File: src/rtl/db15_joy_responder.sv
// db15_joy_responder: device end of the SNAC DB15 joystick serial link.
// Optional stability filter on load/clock: DB15_RESP_GLITCH_FILTER_EN.
module db15_joy_responder #(
    parameter int FRAME_BITS  = 24,
    parameter int SYNC_STAGES = 2,
    parameter int FILT_CYCLES = 4
) (
    input  logic        clk_sys,
    input  logic        reset,
    input  logic        joy_load,
    input  logic        joy_clk,
    input  logic [11:0] p1_btn,
    input  logic [11:0] p2_btn,
    output logic        joy_data,
    output logic        frame_done,
    output logic [5:0]  bit_index,
    output logic        overrun
);

    typedef enum logic [1:0] {
        IDLE,
        LOAD,
        SHIFT,
        DONE
    } state_t;

    if (FRAME_BITS < 24 || FRAME_BITS > 32 ||
        SYNC_STAGES < 2 || FILT_CYCLES < 1) begin : g_bad_param
        $error("db15_joy_responder: illegal parameter");
    end

    logic [SYNC_STAGES-1:0] r_load_sync;
    logic [SYNC_STAGES-1:0] r_clk_sync;
    logic                   w_load_s;
    logic                   w_clk_s;
    logic                   w_load_l;
    logic                   w_clk_l;
    logic                   r_clk_prev;
    logic                   w_clk_rise;

    state_t                 r_state;
    state_t                 w_state_n;
    logic [FRAME_BITS-1:0]  r_sreg;
    logic [FRAME_BITS-1:0]  w_sreg_n;
    logic [FRAME_BITS-1:0]  w_load_word;
    logic [5:0]             r_idx;
    logic [5:0]             w_idx_n;
    logic                   r_ovr;
    logic                   w_ovr_n;
    logic                   r_fd;
    logic                   w_fd_n;

    // Bring the async strobes into clk_sys; idle-high after reset.
    always_ff @(posedge clk_sys or posedge reset) begin
        if (reset) begin
            r_load_sync <= '1;
            r_clk_sync  <= '1;
        end else begin
            r_load_sync <= {r_load_sync[SYNC_STAGES-2:0], joy_load};
            r_clk_sync  <= {r_clk_sync[SYNC_STAGES-2:0], joy_clk};
        end
    end

    assign w_load_s = r_load_sync[SYNC_STAGES-1];
    assign w_clk_s  = r_clk_sync[SYNC_STAGES-1];

`ifdef DB15_RESP_GLITCH_FILTER_EN
    localparam int CW = $clog2(FILT_CYCLES + 1);

    logic          r_load_f;
    logic          r_clk_f;
    logic [CW-1:0] r_load_cnt;
    logic [CW-1:0] r_clk_cnt;

    // Accept a new level only after FILT_CYCLES consecutive samples of it.
    always_ff @(posedge clk_sys or posedge reset) begin
        if (reset) begin
            r_load_f   <= 1'b1;
            r_clk_f    <= 1'b1;
            r_load_cnt <= '0;
            r_clk_cnt  <= '0;
        end else begin
            if (w_load_s == r_load_f) begin
                r_load_cnt <= '0;
            end else if (r_load_cnt == CW'(FILT_CYCLES - 1)) begin
                r_load_f   <= w_load_s;
                r_load_cnt <= '0;
            end else begin
                r_load_cnt <= r_load_cnt + 1'b1;
            end
            if (w_clk_s == r_clk_f) begin
                r_clk_cnt <= '0;
            end else if (r_clk_cnt == CW'(FILT_CYCLES - 1)) begin
                r_clk_f   <= w_clk_s;
                r_clk_cnt <= '0;
            end else begin
                r_clk_cnt <= r_clk_cnt + 1'b1;
            end
        end
    end

    assign w_load_l = r_load_f;
    assign w_clk_l  = r_clk_f;
`else
    assign w_load_l = w_load_s;
    assign w_clk_l  = w_clk_s;
`endif

    // Rising-edge detector on the clean shift clock.
    always_ff @(posedge clk_sys or posedge reset) begin
        if (reset) begin
            r_clk_prev <= 1'b1;
        end else begin
            r_clk_prev <= w_clk_l;
        end
    end

    assign w_clk_rise = w_clk_l & ~r_clk_prev;

    // Buttons inverted onto the line; padding bits read as released.
    always_comb begin
        w_load_word        = '1;
        w_load_word[23:0]  = {~p2_btn, ~p1_btn};
    end

    // State and datapath registers.
    always_ff @(posedge clk_sys or posedge reset) begin
        if (reset) begin
            r_state <= IDLE;
            r_sreg  <= '1;
            r_idx   <= '0;
            r_ovr   <= 1'b0;
            r_fd    <= 1'b0;
        end else begin
            r_state <= w_state_n;
            r_sreg  <= w_sreg_n;
            r_idx   <= w_idx_n;
            r_ovr   <= w_ovr_n;
            r_fd    <= w_fd_n;
        end
    end

    // Next state: an active load overrides everything, including edges.
    always_comb begin
        w_state_n = r_state;
        w_sreg_n  = r_sreg;
        w_idx_n   = r_idx;
        w_ovr_n   = r_ovr;
        w_fd_n    = 1'b0;
        if (!w_load_l) begin
            w_state_n = LOAD;
            w_sreg_n  = w_load_word;
            w_idx_n   = '0;
            w_ovr_n   = 1'b0;
        end else begin
            case (r_state)
                IDLE: begin
                    w_state_n = IDLE;
                end
                LOAD: begin
                    w_state_n = SHIFT;
                end
                SHIFT: begin
                    if (w_clk_rise) begin
                        w_sreg_n = {1'b1, r_sreg[FRAME_BITS-1:1]};
                        w_idx_n  = r_idx + 6'd1;
                        if (r_idx == 6'(FRAME_BITS - 1)) begin
                            w_state_n = DONE;
                            w_fd_n    = 1'b1;
                        end
                    end
                end
                DONE: begin
                    if (w_clk_rise) begin
                        w_ovr_n = 1'b1;
                    end
                end
                default: begin
                    w_state_n = IDLE;
                end
            endcase
        end
    end

    assign joy_data   = r_sreg[0];
    assign frame_done = r_fd;
    assign bit_index  = r_idx;
    assign overrun    = r_ovr;

endmodule

File: config.mk
export PLATFORM = sky130hd
export DESIGN_NAME = db15_joy_responder
export DESIGN_NICKNAME = d
export VERILOG_FILES = /design/src/rtl/db15_joy_responder.sv
export SDC_FILE = /design/constraint.sdc
export NUM_CORES = 1
export LEC_CHECK = 0
export CAP_MARGIN = 20
export CORE_MARGIN = 10
export CORE_UTILIZATION = 60
export DETAILED_ROUTE_END_ITERATION = 6
export DONT_BUFFER_PORTS = 1
export GPL_ROUTABILITY_DRIVEN = 1
export GPL_TIMING_DRIVEN = 0
export PLACE_DENSITY = 0.74
export SYNTH_ARGS = -nofsm -noshare
export SYNTH_HDL_FRONTEND = slang
export SYNTH_SLANG_ARGS = --single-unit
File: constraint.sdc
create_clock -name clk_sys -period 2 [get_ports clk_sys]
set_clock_uncertainty 0.2 [all_clocks]
set_input_delay 0.3 -clock clk_sys [delete_from_list [all_inputs] [get_ports clk_sys]]
set_output_delay 0.3 -clock clk_sys [all_outputs]
set_load 0.005 [all_outputs]
==> impl_metrics.tcl, run 1 <==
set metrics [dict create \
    synth.distinct_cells 30 \
    finalSetupViolCount 0 \
    r2r-end "r_sreg[10]$_DFFE_PP1P_" \
    ir_drop_mv 0.4917 \
    timing.rr.start "r_state[0]$_DFFE_PP0P_" \
    synthFlopType "dfstp_2" \
    cts-root-buf "clkbuf_4" \
    grt_max_degree 22 \
    ys_warn_count 0 \
    core_um2 3003 \
    async_flop_share 1.000 \
    drt_wl_total_mm 3.414 \
    syn_nets 174 \
    cts_max_path_buffers 2 \
    synth-edff-count 0 \
    grt_usage 0.1319 \
    synth.area.top_cells "dfstp_2 41%, mux2i_1 26%, dfrtp_1 13%" \
    io_pins 37 \
    antenna_cells 0 \
    wl_per_cell_um 16.26 \
    maxSlewHeadroom 0.4836 \
    gp_congestion 0.7490 \
    worst_pin_slew_ns 0.7737 \
    post-synth-top-count-cell "mux2i_1" \
    ys_ff_latch 39 \
    hold_violations 0 \
    clkLatencyLatePin_ns 0.35 \
    path_class "reg2reg" \
    status "completed" \
    gr-total-overflow 0 \
    fin_crit_ns 1.867 \
    hpwl_mm 2.479 \
    p_comb_frac 0.174 \
    critPathLaunchType "flip-flop" \
    cts_tree "built" \
    yosysTopAreaCell "dfstp_2" \
    post-synth-top-area-fraction 0.4090 \
    fin_tns_setup_ns 0 \
    power_per_cell_area_nw_per_um2 863.2 \
    p_leak_nw 1.029 \
    drtIter0Drc 39 \
    fmax_mhz 535.7 \
    ys_seq_area_frac 0.5433 \
    synth_cells 142 \
    ant_nets 0 \
    layout-drive-gt1-share 0.2712 \
    antenna_found_initial 0 \
    seqPwrFrac 0.502 \
    crit_fanout 10 \
    switchingPower_uw 474.0 \
    synthTopCellsByCount "49 x mux2i_1, 29 x dfstp_2, 10 x dfrtp_1" \
    die_w_um 75.73 \
    cts_buffers 5 \
    synth_area_um2 1863 \
    synth_area_per_cell_um2 13.12 \
    die_h_um 75.73 \
    viasPerCell 5.514 \
    die_area_um2 5734 \
    h-tree-depth 2 \
    grt_pass1_wl_mm 5.658 \
    grt_pass1_vias 1219 \
    end_kind "flip-flop" \
    rows 20 \
    hp-class "in2async" \
    regToRegSetupSlack_ns 0.13 \
    max-cap-violations 0 \
    p_sw_frac 0.2392 \
    syn2layout_area_growth_pct 23.24 \
    rsz0062_at_grt "false" \
    drc 0 \
    arrival_ns 1.95 \
    finalCritPeriodShare 0.9333 \
    r2r_cells 7 \
    maxSlewViolCount 0 \
    start_util 0.6204 \
    clkPwrFrac 0.324 \
    vias 1158 \
    nNetsFinal 208 \
    portBuffers 0 \
    required_ns 2.08 \
    clock-sinks 39 \
    clk_pin_slew_ns 0.11 \
    p_int_mw 1.508 \
    final_util 0.7646 \
    first_pass_iters 4 \
]
-- worst max-delay path, cell delays in order (launching register included) --
cell     delay (ns)
dfrtp_1        0.43
inv_1          0.10
ha_2           0.23
and3b_1        0.19
buf_6          0.16
buf_12         0.15
mux2i_1        0.22
mux2i_1        0.11
-- logic make-up (layout without fill, tap and decap cells) --
kind of cell | count (synthesis) | in the layout | synth area share
muxes | 49 | 49 | 0.2633
DFF | 39 | 39 | 0.5433
and+or+nand+nor | 24 | 24 | 0.06985
AOI/OAI and AO/OA | 12 | 12 | 0.04433
buffers and inverters | 12 | 47 | 0.04297
adders and majority gates | 4 | 4 | 0.02686
xor gates and xnor gates | 2 | 2 | 0.009404
-- registers in the layout, indices dropped and copies added, names as in the netlist --
| register | count |
|---|---|
| bit_index | 6 |
| frame_done | 1 |
| overrun | 1 |
| r_state | 2 |
| r_sreg | 24 |
| r_clk_sync | 2 |
| r_load_sync | 2 |
| r_clk_prev | 1 |
-- metal layers --
metal / global-route usage / up-vias / part of all wire
li1: - / 568 / -
met1: 0.1519 / 559 / 0.41
met2: 0.2144 / 23 / 0.52
met3: 0.04688 / 8 / 0.054
met4: 0.06186 / 0 / 0.018
met5: 0 / - / 0
-- power groups by stage --
stage / Sequential [mW] / Combinational, mW / Clock, mW
global route: 1.01 / 0.389 / 0.694
floorplan: 0.988 / 0.252 / 0
CTS: 0.996 / 0.349 / 0.655
detailed placement: 1.01 / 0.307 / 0
finish: 0.996 / 0.345 / 0.641
global placement: 1.00 / 0.281 / 0
-- final cells by class --
class | count | area [µm²]
Clock inverter | 2 | 60.06
Buffer | 7 | 61.31
Clock buffer | 6 | 41.29
Timing Repair Buffer | 27 | 287.8
Sequential cell | 39 | 1012
Tap cell | 33 | 41.29
Inverter | 5 | 18.77
Multi-Input combinational cell | 91 | 773.2
Fill cell | 195 | 706.9
-- metrics by stage --
stage               setup WS (ns)  std cells  hold WS, ns  power [mW]  area [µm²]
CTS                       0.06514        210       0.1637       2.000        2293
floorplan                  0.3323        142       0.1045       1.240        1863
finish                     0.1334        210       0.1577       1.982        2296
detailed placement        0.07504        176       0.1046       1.315        1932
global placement           0.1814        175       0.1046       1.281        1904
global route              0.03171        210       0.1737       2.093        2296
-- placed cells by master (no fill, tap or decap), drive strengths merged, types with 2 or more instances in the layout --
master	netlist	final
clkbuf	1	7
inv	5	5
dfrtp	10	10
nand3	2	2
a21oi	4	4
or3	2	2
mux2i	49	49
ha	4	4
a41oi	2	2
dlygate4sd3	0	26
o21ai	4	4
bufinv	0	2
dfstp	29	29
nand2	6	6
buf	6	7
nor2	6	6
-- how the worst max path moves through the flow --
| stage | from | endpoint | slack, ns | cells past startpoint |
|---|---|---|---|---|
| after floorplan | r_state[0]$_DFFE_PP0P_ | r_sreg[10]$_DFFE_PP1P_ | 0.33 | 7 |
| after global routing | r_state[0]$_DFFE_PP0P_ | bit_index[5]$_DFFE_PP0P_ | 0.03 | 5 |
| after CTS | r_state[0]$_DFFE_PP0P_ | r_sreg[10]$_DFFE_PP1P_ | 0.07 | 7 |
| after detailed placement | r_state[0]$_DFFE_PP0P_ | r_sreg[10]$_DFFE_PP1P_ | 0.08 | 7 |
| after global placement | r_state[0]$_DFFE_PP0P_ | bit_index[5]$_DFFE_PP0P_ | 0.18 | 5 |
| final | r_state[0]$_DFFE_PP0P_ | r_sreg[10]$_DFFE_PP1P_ | 0.13 | 7 |
-- timing repair --
action | in CTS | in global routing
gates resized for setup | 0 | 1
hold buffers | 26 | 0
buffers inserted | 0 | 0
endpoints found under the setup margin | 0 | 2
endpoints found under the hold margin | 26 | 0
(Power assumes the default switching activity.)
==> inputs of run 2 (changes only) <==
- RECOVER_POWER: not set -> 50
==> run 2 against run 1 <==
Sequential cell count stayed put. Global-route usage is the same. Total power down 0.36%. Highest routed layer unchanged. Register-to-register slack hardly changed. Clock-buffer cell count stayed put. Worst hold slack got worse by 0.064 ns. Maximum frequency decreased by 0.15%. Utilization shrank 0.79 points. Die area unchanged. Final cell count stayed put. Clock power barely moved.
==> impl_metrics.tcl, run 2 (synthesized netlist as in run 1, its figures left out) <==
set metrics [dict create \
    status "completed" \
    ir_drop_mv 0.4918 \
    die_w_um 75.73 \
    first_pass_iters 4 \
    clkLatencyLatePin_ns 0.35 \
    h-tree-depth 2 \
    largest_reg_flops 24 \
    crit_family "flip-flops" \
    clock-sinks 39 \
    fillerInstances 199 \
    postCtsSetupBuffers 0 \
    die_h_um 75.73 \
    wl_per_cell_um 16.26 \
    p_comb_frac 0.172 \
    viasPerCell 5.524 \
    drc 0 \
    r2r_cells 7 \
    timing.rr.start "r_state[0]$_DFFE_PP0P_" \
    rsz0062_at_grt "false" \
    r2r-end "r_sreg[10]$_DFFE_PP1P_" \
    clk_pin_slew_ns 0.11 \
    crit_start "r_state[0]$_DFFE_PP0P_" \
    ant_nets 0 \
    layout-drive-gt1-share 0.2599 \
    crit_fanout 10 \
    vias 1160 \
    switchingPower_uw 472.4 \
    final_common_cell "mux2i_1" \
    worst-path-buf-inv 3 \
    path_class "reg2reg" \
    rows 20 \
    gr-total-overflow 0 \
    die_area_um2 5734 \
    worst_pin_slew_ns 1.078 \
    fmax_mhz 535.0 \
    cp-endpoint "r_sreg[10]$_DFFE_PP1P_" \
    cts_max_path_buffers 2 \
    io_pins 37 \
    portBuffers 0 \
    register_area_um2 1012 \
    clkPwrFrac 0.324 \
    nNetsFinal 208 \
    crit_top_cell "mux2i_1" \
    fin_cells 210 \
    maxSlewHeadroom 0.2815 \
    drtIter0Drc 56 \
    syn2layout_area_growth_pct 21.96 \
    grt_pass1_wl_mm 5.658 \
    end_kind "flip-flop" \
    gp_congestion 0.7490 \
    grt_usage 0.1319 \
    cts_buffers 5 \
    critPathLaunchType "flip-flop" \
    hpwl_mm 2.479 \
    p_leak_nw 1.017 \
    final_cell_mix "49 x mux2i_1, 28 x dfstp_2, 26 x dlygate4sd3_1" \
    grt_pass1_vias 1219 \
    finalCritPeriodShare 0.9347 \
    top_register "r_sreg" \
    path_cells "inv_1, ha_2, and3b_1, buf_6, buf_12, mux2i_1, mux2i_1" \
    drt_wl_total_mm 3.415 \
    hp-class "in2async" \
    power_per_cell_area_nw_per_um2 869.1 \
    regToRegSetupSlack_ns 0.13 \
    fin_tns_setup_ns 0 \
    grt_max_degree 22 \
    p_int_mw 1.502 \
    hold_violations 0 \
    arrival_ns 1.95 \
    fin_crit_ns 1.869 \
    cts-root-buf "clkbuf_4" \
    cts_tree "built" \
    max_stage_delay_ns 0.43 \
    start_util 0.6204 \
    maxSlewViolCount 0 \
    cp_slowest_cell "dfrtp_1" \
    p_sw_frac 0.2392 \
    worst-path-stages 7 \
    seqPwrFrac 0.504 \
    multi_input_area_um2 773.2 \
    core_um2 3003 \
    max-cap-violations 0 \
    placed_cells 176 \
    finalSetupViolCount 0 \
    antenna_cells 0 \
    required_ns 2.08 \
    antenna_found_initial 0 \
]
-- run 2: cell types whose count changed in the layout (fill, tap and decap cells not counted), sizes merged --
cell    delta
buf        -1
clkbuf     +1
-- run 2: area by class of cell --
cell class,instances,share of cell area
tap,33,0.01817
inverter,5,0.008260
sequential,39,0.4455
clock buffer,6,0.01817
multi-input combinational,91,0.3403
buffer,7,0.02698
clock inverter,2,0.02643
timing repair buffer,27,0.1162
-- run 2: worst min path at each step --
stage | slack (ns) | from | to | depth (start not counted)
global placement | 0.10 | joy_load | r_load_sync[0]$_DFF_PP1_ | 0
finish | 0.09 | reset | r_sreg[3]$_DFFE_PP1P_ | 1
floorplan | 0.10 | joy_clk | r_clk_sync[0]$_DFF_PP1_ | 0
CTS | 0.16 | reset | r_sreg[6]$_DFFE_PP1P_ | 1
global route | 0.16 | reset | r_sreg[5]$_DFFE_PP1P_ | 1
detailed placement | 0.10 | joy_clk | r_clk_sync[0]$_DFF_PP1_ | 0
-- run 2: what timing repair did --
action / in CTS / in global routing
setup endpoints to repair: 0 / 2
hold buffers: 26 / 0
endpoints found under the hold margin: 26 / 0
resized for setup: 0 / 1
-- run 2: power groups by stage --
stage / clock network [mW] / registers (mW) / logic [mW]
floorplan: 0 / 0.988 / 0.252
global placement: 0 / 1.00 / 0.281
detailed placement: 0 / 1.01 / 0.307
CTS: 0.655 / 0.996 / 0.349
global route: 0.694 / 1.01 / 0.383
finish: 0.640 / 0.995 / 0.339
-- run 2: routing by layer --
| metal | part of all wire | wire [µm] | GRT usage | up-vias |
|---|---|---|---|---|
| li1 | - | - | - | 569 |
| met1 | 0.41 | 1396 | 0.1519 | 560 |
| met2 | 0.52 | 1772 | 0.2144 | 23 |
| met3 | 0.054 | 183 | 0.04688 | 8 |
| met4 | 0.018 | 63 | 0.06186 | 0 |
| met5 | 0 | 0 | 0 | - |
-- run 2: metrics by stage --
step	worst slack (ns)	area (µm²)	utilization	total power [mW]	hold WS [ns]
after detailed placement	0.07504	1932	0.6433	1.315	0.1046
after global routing	0.03152	2272	0.7567	2.087	0.1621
after global placement	0.1814	1904	0.6342	1.281	0.1046
final	0.1307	2272	0.7567	1.975	0.09375
after CTS	0.06514	2293	0.7638	2.000	0.1637
after floorplan	0.3323	1863	-	1.240	0.1045
